### config.mk
export PLATFORM = sky130hd
export DESIGN_NAME = spi_msg_sink_flat
export DESIGN_NICKNAME = d
export VERILOG_FILES = /design/src/rtl/spi_msg_sink_if.sv /design/src/rtl/spi_msg_sink.sv /design/src/flat_wrapper.sv
export SDC_FILE = /design/constraint.sdc
export NUM_CORES = 2
export LEC_CHECK = 0
export ABC_CLOCK_PERIOD_IN_PS = 3300
export CAP_MARGIN = 20
export CORE_MARGIN = 2
export CORE_UTILIZATION = 30
export DETAILED_ROUTE_END_ITERATION = 10
export PLACE_DENSITY = 0.47
export SLEW_MARGIN = 0
export SYNTH_ARGS = -nofsm -noshare
export SYNTH_HDL_FRONTEND = slang
export SYNTH_SLANG_ARGS = --single-unit
### constraint.sdc
create_clock -name clk -period 3.3 [get_ports clk]
set_clock_uncertainty 0.15 [all_clocks]
set_input_delay 0.495 -clock clk [delete_from_list [all_inputs] [get_ports clk]]
set_output_delay 0.495 -clock clk [all_outputs]
set_load 0.005 [all_outputs]
### src/rtl/spi_msg_sink_if.sv
// Byte-stream input, SPI pins, receive path and status of the SPI message sink.
interface spi_msg_sink_if;
  logic [7:0] data_in;
  logic       data_valid;
  logic       miso;
  logic       sck;
  logic       mosi;
  logic       cs_n;
  logic [7:0] rx_q;
  logic       rx_valid;
  logic       busy;
  logic       overflow;

  modport master (
    output data_in, data_valid, miso,
    input  sck, mosi, cs_n, rx_q, rx_valid, busy, overflow
  );

  modport slave (
    input  data_in, data_valid, miso,
    output sck, mosi, cs_n, rx_q, rx_valid, busy, overflow
  );
endinterface

### src/rtl/spi_msg_sink.sv
// Buffers decoder bytes in a FIFO and plays each contiguous burst out as one SPI mode-0
// transaction; bytes sampled on miso come back on rx_q/rx_valid.
module spi_msg_sink #(
  parameter int CLK_DIV = 25,
  parameter int FIFO_AW = 8,
  parameter int GAP_CYC = 4
) (
  input  logic          clk,
  input  logic          n_rst,
  spi_msg_sink_if.slave bus
);
  localparam int              DEPTH    = 1 << FIFO_AW;
  localparam int              GW       = (GAP_CYC > 1) ? $clog2(GAP_CYC) : 1;
  localparam logic [7:0]      DIV_LAST = 8'(CLK_DIV - 1);
  localparam logic [GW-1:0]   GAP_LAST = GW'(GAP_CYC - 1);

  typedef enum logic [2:0] {IDLE, SETUP, SHIFT, HOLD, GAP} state_t;
  state_t state, state_n;

  logic [7:0]       mem [DEPTH];
  logic [FIFO_AW:0] wr_ptr, rd_ptr;
  logic             fifo_empty, fifo_full, push, pop;
  logic [7:0]       head;

  logic [7:0]    div_cnt;
  logic [2:0]    bit_cnt;
  logic [GW-1:0] gap_cnt;
  logic          div_last, gap_last;
  logic [7:0]    tx_sr, rx_sr, rx_q_r;
  logic          sck_r, mosi_r, cs_n_r, rx_valid_r, overflow_r;
  logic          rise, fall, end_byte, cs_on, cs_off;

  // Extra pointer MSB tells a full FIFO from an empty one after wrap-around.
  assign fifo_empty = (wr_ptr == rd_ptr);
  assign fifo_full  = (wr_ptr[FIFO_AW] != rd_ptr[FIFO_AW]) &&
                      (wr_ptr[FIFO_AW-1:0] == rd_ptr[FIFO_AW-1:0]);
  assign head       = mem[rd_ptr[FIFO_AW-1:0]];
  assign push       = bus.data_valid && (!fifo_full || pop);

  assign div_last = (div_cnt == DIV_LAST);
  assign gap_last = (gap_cnt == GAP_LAST);

  always_ff @(posedge clk or negedge n_rst) begin
    if (!n_rst) state <= IDLE;
    else        state <= state_n;
  end

  always_comb begin
    state_n  = state;
    pop      = 1'b0;
    rise     = 1'b0;
    fall     = 1'b0;
    end_byte = 1'b0;
    cs_on    = 1'b0;
    cs_off   = 1'b0;
    unique case (state)
      IDLE: begin
        if (!fifo_empty) begin
          pop     = 1'b1;
          cs_on   = 1'b1;
          state_n = SETUP;
        end
      end
      SETUP: begin
        if (div_last) begin
          rise    = 1'b1;
          state_n = SHIFT;
        end
      end
      SHIFT: begin
        if (div_last) begin
          if (!sck_r) begin
            rise = 1'b1;
          end else begin
            fall = 1'b1;
            // bit_cnt wraps to 0 after the 8th rise, so this fall closes the byte
            if (bit_cnt == 3'd0) begin
              end_byte = 1'b1;
              if (!fifo_empty) pop = 1'b1;
              else             state_n = HOLD;
            end
          end
        end
      end
      HOLD: begin
        if (div_last) begin
          cs_off  = 1'b1;
          state_n = GAP;
        end
      end
      GAP: begin
        if (gap_last) state_n = IDLE;
      end
      default: state_n = IDLE;
    endcase
  end

  always_ff @(posedge clk or negedge n_rst) begin
    if (!n_rst) begin
      wr_ptr <= '0;
      rd_ptr <= '0;
    end else begin
      if (push) wr_ptr <= wr_ptr + 1'b1;
      if (pop)  rd_ptr <= rd_ptr + 1'b1;
    end
  end

  always_ff @(posedge clk) begin
    if (push) mem[wr_ptr[FIFO_AW-1:0]] <= bus.data_in;
  end

  always_ff @(posedge clk or negedge n_rst) begin
    if (!n_rst) begin
      div_cnt    <= '0;
      gap_cnt    <= '0;
      bit_cnt    <= '0;
      tx_sr      <= '0;
      rx_sr      <= '0;
      rx_q_r     <= '0;
      sck_r      <= 1'b0;
      mosi_r     <= 1'b0;
      cs_n_r     <= 1'b1;
      rx_valid_r <= 1'b0;
      overflow_r <= 1'b0;
    end else begin
      rx_valid_r <= 1'b0;

      if ((state == SETUP || state == SHIFT || state == HOLD) && !div_last)
        div_cnt <= div_cnt + 8'd1;
      else
        div_cnt <= '0;

      if (state == GAP && !gap_last) gap_cnt <= gap_cnt + GW'(1);
      else                           gap_cnt <= '0;

      if (pop) begin
        tx_sr  <= head;
        mosi_r <= head[7];
      end else if (fall) begin
        tx_sr  <= {tx_sr[6:0], 1'b0};
        mosi_r <= tx_sr[6];
      end

      if (rise) begin
        sck_r   <= 1'b1;
        rx_sr   <= {rx_sr[6:0], bus.miso};
        bit_cnt <= bit_cnt + 3'd1;
      end else if (fall) begin
        sck_r <= 1'b0;
      end

      if (end_byte) begin
        rx_q_r     <= rx_sr;
        rx_valid_r <= 1'b1;
      end

      if (cs_on)       cs_n_r <= 1'b0;
      else if (cs_off) cs_n_r <= 1'b1;

      if (bus.data_valid && !push) overflow_r <= 1'b1;
    end
  end

  assign bus.sck      = sck_r;
  assign bus.mosi     = mosi_r;
  assign bus.cs_n     = cs_n_r;
  assign bus.rx_q     = rx_q_r;
  assign bus.rx_valid = rx_valid_r;
  assign bus.overflow = overflow_r;
  assign bus.busy     = !fifo_empty || (state != IDLE);
endmodule

### src/flat_wrapper.sv
// flat-port wrapper written by rule: the top's interface ports become plain ports
module spi_msg_sink_flat 
#(
  parameter int CLK_DIV = 25,
  parameter int FIFO_AW = 8,
  parameter int GAP_CYC = 4
)
  (clk, n_rst, bus_data_in, bus_data_valid, bus_miso, bus_sck, bus_mosi, bus_cs_n, bus_rx_q, bus_rx_valid, bus_busy, bus_overflow);
  spi_msg_sink_if bus_i ();
  input  logic clk;
  input  logic n_rst;
  input wire logic [$bits(bus_i.data_in)-1:0] bus_data_in;
  input wire logic [$bits(bus_i.data_valid)-1:0] bus_data_valid;
  input wire logic [$bits(bus_i.miso)-1:0] bus_miso;
  output wire logic [$bits(bus_i.sck)-1:0] bus_sck;
  output wire logic [$bits(bus_i.mosi)-1:0] bus_mosi;
  output wire logic [$bits(bus_i.cs_n)-1:0] bus_cs_n;
  output wire logic [$bits(bus_i.rx_q)-1:0] bus_rx_q;
  output wire logic [$bits(bus_i.rx_valid)-1:0] bus_rx_valid;
  output wire logic [$bits(bus_i.busy)-1:0] bus_busy;
  output wire logic [$bits(bus_i.overflow)-1:0] bus_overflow;
  assign bus_i.data_in = bus_data_in;
  assign bus_i.data_valid = bus_data_valid;
  assign bus_i.miso = bus_miso;
  assign bus_sck = bus_i.sck;
  assign bus_mosi = bus_i.mosi;
  assign bus_cs_n = bus_i.cs_n;
  assign bus_rx_q = bus_i.rx_q;
  assign bus_rx_valid = bus_i.rx_valid;
  assign bus_busy = bus_i.busy;
  assign bus_overflow = bus_i.overflow;
  spi_msg_sink #(.CLK_DIV(CLK_DIV), .FIFO_AW(FIFO_AW), .GAP_CYC(GAP_CYC)) u_core (.clk(clk), .n_rst(n_rst), .bus(bus_i));
endmodule
### Word-level counts from Yosys, hierarchy flattened

Memories as Yosys holds them, arrays and structs flattened.
Index checks and enable logic that the tools add are counted.

| word-level totals | value |
|---|---|
| register bits after elaboration | 62 |
| RAM bits | 2048 |
| bits of input ports | 12 |
| output and inout port bits | 14 |
| word-level logic and storage cells | 98 |
| memories kept | 1 |

| cells by class | value |
|---|---|
| add/subtract/negate cells | 5 |
| equality and inequality tests | 17 |
| mux-type cells | 40 |
| reductions and logical operators | 21 |

Memory list:

| name | words | bits a word | rd ports | clocked after memory_dff | write ports | line | RTL |
|---|---|---|---|---|---|---|---|
| u_core.mem | 256 | 8 | 1 | 0 | 1 | spi_msg_sink.sv:20 | `logic [7:0] mem [DEPTH];` |

Operator list:

| kind | count |
|---|---|
| two-way mux 1 bit | 25 |
| two-way mux 3 bit | 8 |
| adder 9 x 1 -> 9 bit, second input constant | 2 |
| case mux 3 bit (5 select lines) | 1 |
| two-way mux 7 bit | 2 |
| != test 2 x 1 -> 1 bit, second input constant | 7 |
| == test 9 bit | 1 |
| adder 8 x 1 -> 8 bit, second input constant | 1 |
| == test 8 x 5 -> 1 bit, second input constant | 1 |
| == test 8 bit | 1 |
| two-way mux 8 bit | 1 |
| AND reduction 8 bit | 1 |
| == test 3 x 2 -> 1 bit, second input constant | 2 |
| logical NOT 3 bit | 2 |
| nonzero test 2 bit | 3 |
| logical AND 1 bit | 5 |
| logical NOT 1 bit | 5 |
| logical OR 1 bit | 4 |
| case mux 1 bit (2 select lines) | 2 |
| adder 3 x 1 -> 3 bit, second input constant | 1 |
| == test 3 x 1 -> 1 bit, second input constant | 1 |
| == test 3 bit, second input constant | 1 |
| nonzero test 3 bit | 1 |
| adder 2 x 1 -> 2 bit, second input constant | 1 |
| other kinds (4) | 4 |

### Longest topological paths before layout

| depth | value |
|---|---|
| depth after elaboration | 10 |
| gate-level depth with buffers | 13 |
| depth with buffers taken out | 9 |

### Worst setup path after synthesis

No wires, ideal clock.

| timing | value |
|---|---|
| kind | reg-to-reg |
| start | reg u_core.div_cnt[2] |
| end | mem u_core.mem[103][0] (enable) |
| setup time | 370 ps |
| arrival | 2609 ps |
| required time | 2780 ps |
| path slack | 171 ps |
| stages on the path, launching flop included | 9 |
| path buffers | 2 |
| clock period less this slack | 3129 ps |
| path through | dfrtp_1 -> or4b_1 -> buf_2 -> o41ai_4 -> o41ai_4 -> nor3_2 -> nand2_1 -> buf_2 -> nor2_1 |

| on the way | value |
|---|---|
| word-level cells in the longest chain between the ends | 7 |

Ends and longest elaborated chain:

| what | line | RTL |
|---|---|---|
| start: declaration | spi_msg_sink.sv:25 | `logic [7:0] div_cnt;` |
| start signal: assignment | spi_msg_sink.sv:129 | `div_cnt <= div_cnt + 8'd1;` |
| == test 8 x 5 -> 1 bit | spi_msg_sink.sv:40 | `assign div_last = (div_cnt == DIV_LAST);` |
| two-way mux 1 bit | spi_msg_sink.sv:71 | `if (div_last) begin` |
| case mux 1 bit (2 select lines) | spi_msg_sink.sv:56 | `unique case (state)` |
| logical OR 1 bit | spi_msg_sink.sv:38 | `assign push = bus.data_valid && (!fifo_full \|\| pop);` |
| logical AND 1 bit | spi_msg_sink.sv:38 |  |
| two-way mux 1 bit | spi_msg_sink.sv:109 | `if (push) mem[wr_ptr[FIFO_AW-1:0]] <= bus.data_in;` |
| two-way mux 1 bit (not written as such) | spi_msg_sink.sv:109 |  |
| end: declaration | spi_msg_sink.sv:20 |  |

Every way passes these cells.

### Worst setup path after layout

| timing | value |
|---|---|
| start | reg u_core.rd_ptr[0] |
| end | reg u_core.tx_sr[5] |

| on the way | value |
|---|---|
| word-level cells in the longest chain between the ends | 7 |
| elaborated cells on any way between the ends | 9 |
| classes of those cells | 1 x eq/ne; 6 x mux; 1 x reduce/logical; 1 x memory |

Ends and longest elaborated chain:

| what | line | RTL |
|---|---|---|
| start: declaration | spi_msg_sink.sv:21 | `logic [FIFO_AW:0] wr_ptr, rd_ptr;` |
| start signal: assignment | spi_msg_sink.sv:104 | `if (pop) rd_ptr <= rd_ptr + 1'b1;` |
| parallel branches: the longest is 7 deep, another holds memory (256 x 8 bit) | n/a |  |
| end signal: assignment | spi_msg_sink.sv:140 | `tx_sr <= {tx_sr[6:0], 1'b0};` |
| end: declaration | spi_msg_sink.sv:29 | `logic [7:0] tx_sr, rx_sr, rx_q_r;` |

Several ways; the timed one is not identified.
A chain may end at the register's enable or synchronous reset.

==> flow_metrics.tcl <==
set metrics [dict create \
    status "finished with violations" \
    violations "negative setup slack" \
    gp_congestion 0.846 \
    cts_tree "done" \
    fin_area_um2 104000 \
    start_util_pct 30.2 \
    cts_num_sinks 2110 \
    worstPathRequired_ns 3.95 \
    grt_max_degree 103 \
    maxSlewViolCount 0 \
    crit_path_max_fanout 18 \
    post_drt_wl_per_cell_um 30.3 \
    syn-instance-count 4044 \
    rsz0062_at_grt "true" \
    hpwl_um 166000 \
    synth.distinct_cells 76 \
    synth.cell_area_um2 82900 \
    drc_errors 0 \
    cts.clk_slew.worst_paths_ns 0.06 \
    setup_viol 49 \
    cap_viol_max_count 0 \
    tightest_slew_ns 0.987 \
    dr.first_iter.drc_count 4677 \
    ys.flop_type "edfxtp_1" \
    ios 26 \
    antenna_found_initial 11 \
    p_per_area_nw_per_um2 564 \
    dieHeight_um 530 \
    ant_nets 0 \
    arrival_ns 4.08 \
    fin_crit_sh_pct 104 \
    yosys_warnings 0 \
    drt_wl_total_um 259000 \
    route.vias.total 43800 \
    grt-ovfl-total 0 \
    syn_to_final_growth_pct 25.0 \
    synth_top_cell_by_area "edfxtp_1" \
    slew_headroom_pct 33.9 \
    grt_pass1_vias 44300 \
    hold_violations 0 \
    synth_edf_count 2048 \
    cp-start-kind "flip-flop" \
    dieArea_um2 280000 \
    avgSynthCellArea_um2 20.5 \
    synth_common_cells "edfxtp_1, mux4_2, nor2_1" \
    mappedNetlistNets 4066 \
    fin_crit_ns 3.43 \
    clock-root-buffer "clkbuf_16" \
    viasPerCell 5.12 \
    fillers 24800 \
    htree_levels 4 \
    nets 4715 \
    max_freq_mhz 292 \
    drive_gt1_share_pct 37.5 \
    synth.area.top_cells "edfxtp_1, mux4_2, mux2i_1, dfrtp_1, nor2_1" \
    grt_usage_pct 18.2 \
    cts_buffers 224 \
    place_area_um2 91600 \
    portBuffers 25 \
    ir_drop_mv 0.430 \
    end_kind "flip-flop" \
    crit_type "reg -> reg" \
    dr.pass1.iters 5 \
    grt_pass1_wl_um 359000 \
    clk_latency_ns 0.90 \
    synth-seq-cells 2110 \
    yosysTopAreaCellShare_pct 74.2 \
    clock_path_buffers 4 \
    final_util_pct 37.8 \
    setup_slack_ns -0.127 \
    die_w_um 530 \
    coreArea_um2 274000 \
    hp-class "in -> reg" \
    power_leakage_uw 0.0337 \
    rows 192 \
    ys_async_sr_fraction_pct 2.94 \
    synth-seq-area-share_pct 76.1 \
    synth.most_common_cell "edfxtp_1" \
]
-- sequential cells by signal, summed over array words and instances, names as in the netlist --
signal and flops:
u_core.mem 2048, u_core.bus.rx_q 8, u_core.wr_ptr 9, u_core.rx_sr 8
u_core.bus.mosi 1, u_core.tx_sr 7, u_core.bus.rx_valid 1, u_core.bus.overflow 1
u_core.bit_cnt 3, u_core.div_cnt 8, u_core.rd_ptr 9, u_core.bus.sck 1
u_core.gap_cnt 2, u_core.state 3, u_core.bus.cs_n 1
-- power by group --
part	internal, uW	switching (uW)	leakage, uW
clock	14400	10600	0.00351
combinational	951	2550	0.0110
sequential	29700	128	0.0192
total	45100	13300	0.0337
-- per-stage QoR --
| step | hold WS, ns | std cells | TNS (ns) | setup slack, ns | power (uW) |
|---|---|---|---|---|---|
| 2_1_floorplan | 0.0494 | 4044 | 0 | 0.171 | 31100 |
| 3_3_place_gp | 0.270 | 8027 | -512.90 | -0.681 | 32900 |
| 3_5_place_dp | 0.276 | 8028 | -560.00 | -0.551 | 32900 |
| 4_1_cts | 0.000521 | 8484 | -1.04 | -0.101 | 58500 |
| 5_1_grt | 0.0425 | 8556 | -23.24 | -0.134 | 60000 |
| 6_report | 0.0758 | 8556 | -1.25 | -0.127 | 58400 |
-- critical path, cell delays in order, from the launching register on --
cell	delay [ns]
dfrtp_4	0.51
buf_12	0.16
buf_12	0.15
buf_6	0.13
buf_12	0.16
buf_4	0.20
mux2i_1	0.15
a221oi_2	0.40
a21oi_1	0.15
o311ai_0	0.31
a21o_1	0.27
nand4_1	0.34
a22oi_1	0.26
-- final timing paths --
check,start,to,slack [ns],cells past startpoint
max,u_core.rd_ptr[0],u_core.tx_sr[5],-0.13,12
min,bus_miso,u_core.rx_sr[0],0.08,2
max reg2reg,u_core.rd_ptr[0],u_core.tx_sr[5],-0.13,12
min reg2reg,u_core.gap_cnt[0],u_core.gap_cnt[0],0.28,1
max in group asynchronous,n_rst,u_core.rd_ptr[1],2.08,2
min in group asynchronous,n_rst,u_core.rx_sr[0],0.13,2
-- logic make-up (layout without fill, tap and decap cells) --
kind of cell               after synthesis  in the layout  share of synthesized area (%)
buffers and inverters                  261           1086                           1.88
DFF                                   2110           2110                           76.1
other                                    0              1                              0
and+or+nand+nor                        604            604                           3.26
muxes                                  690            690                           15.3
AOI/OAI and AO/OA                      335            335                           2.99
adders and majority gates               10             10                          0.151
xor gates and xnor gates                34             34                          0.359
-- metal layers --
layer,share of wire [%],GRT usage [%]
met5,0.010,0
met4,2.6,4.58
met2,48,29.2
met3,5.7,2.41
met1,44,25.9
-- repair_timing --
action                                   CTS  global route
hold buffers                               6             0
pin swaps                                 51           125
endpoints found under the hold margin    261             0
gates cloned                               6             4
endpoints found under the setup margin  1948          1411
resized for setup                        570           158
setup buffers                             45            70
-- cell usage in the layout, fill, tap and decap left out, drive strengths merged, types with 61 or more instances in the layout --
cell type	count
edfxtp	2048
buf	633
mux4	455
nor2	319
clkbuf	270
mux2i	198
nand2	107
clkinv	105
dfrtp	61
-- layout make-up --
cell class,instances,area [um^2],area share (%)
multi-input combinational,1673,20800,20.0
sequential,2110,63100,60.9
clock buffer,263,5770,5.57
clock inverter,139,1430,1.38
inverter,21,86.3,0.0833
antenna,1,2.50,0.00242
timing repair buffer,663,7860,7.59
tap,3686,4610,4.45
Note: power is estimated with default switching activity, not from simulation.
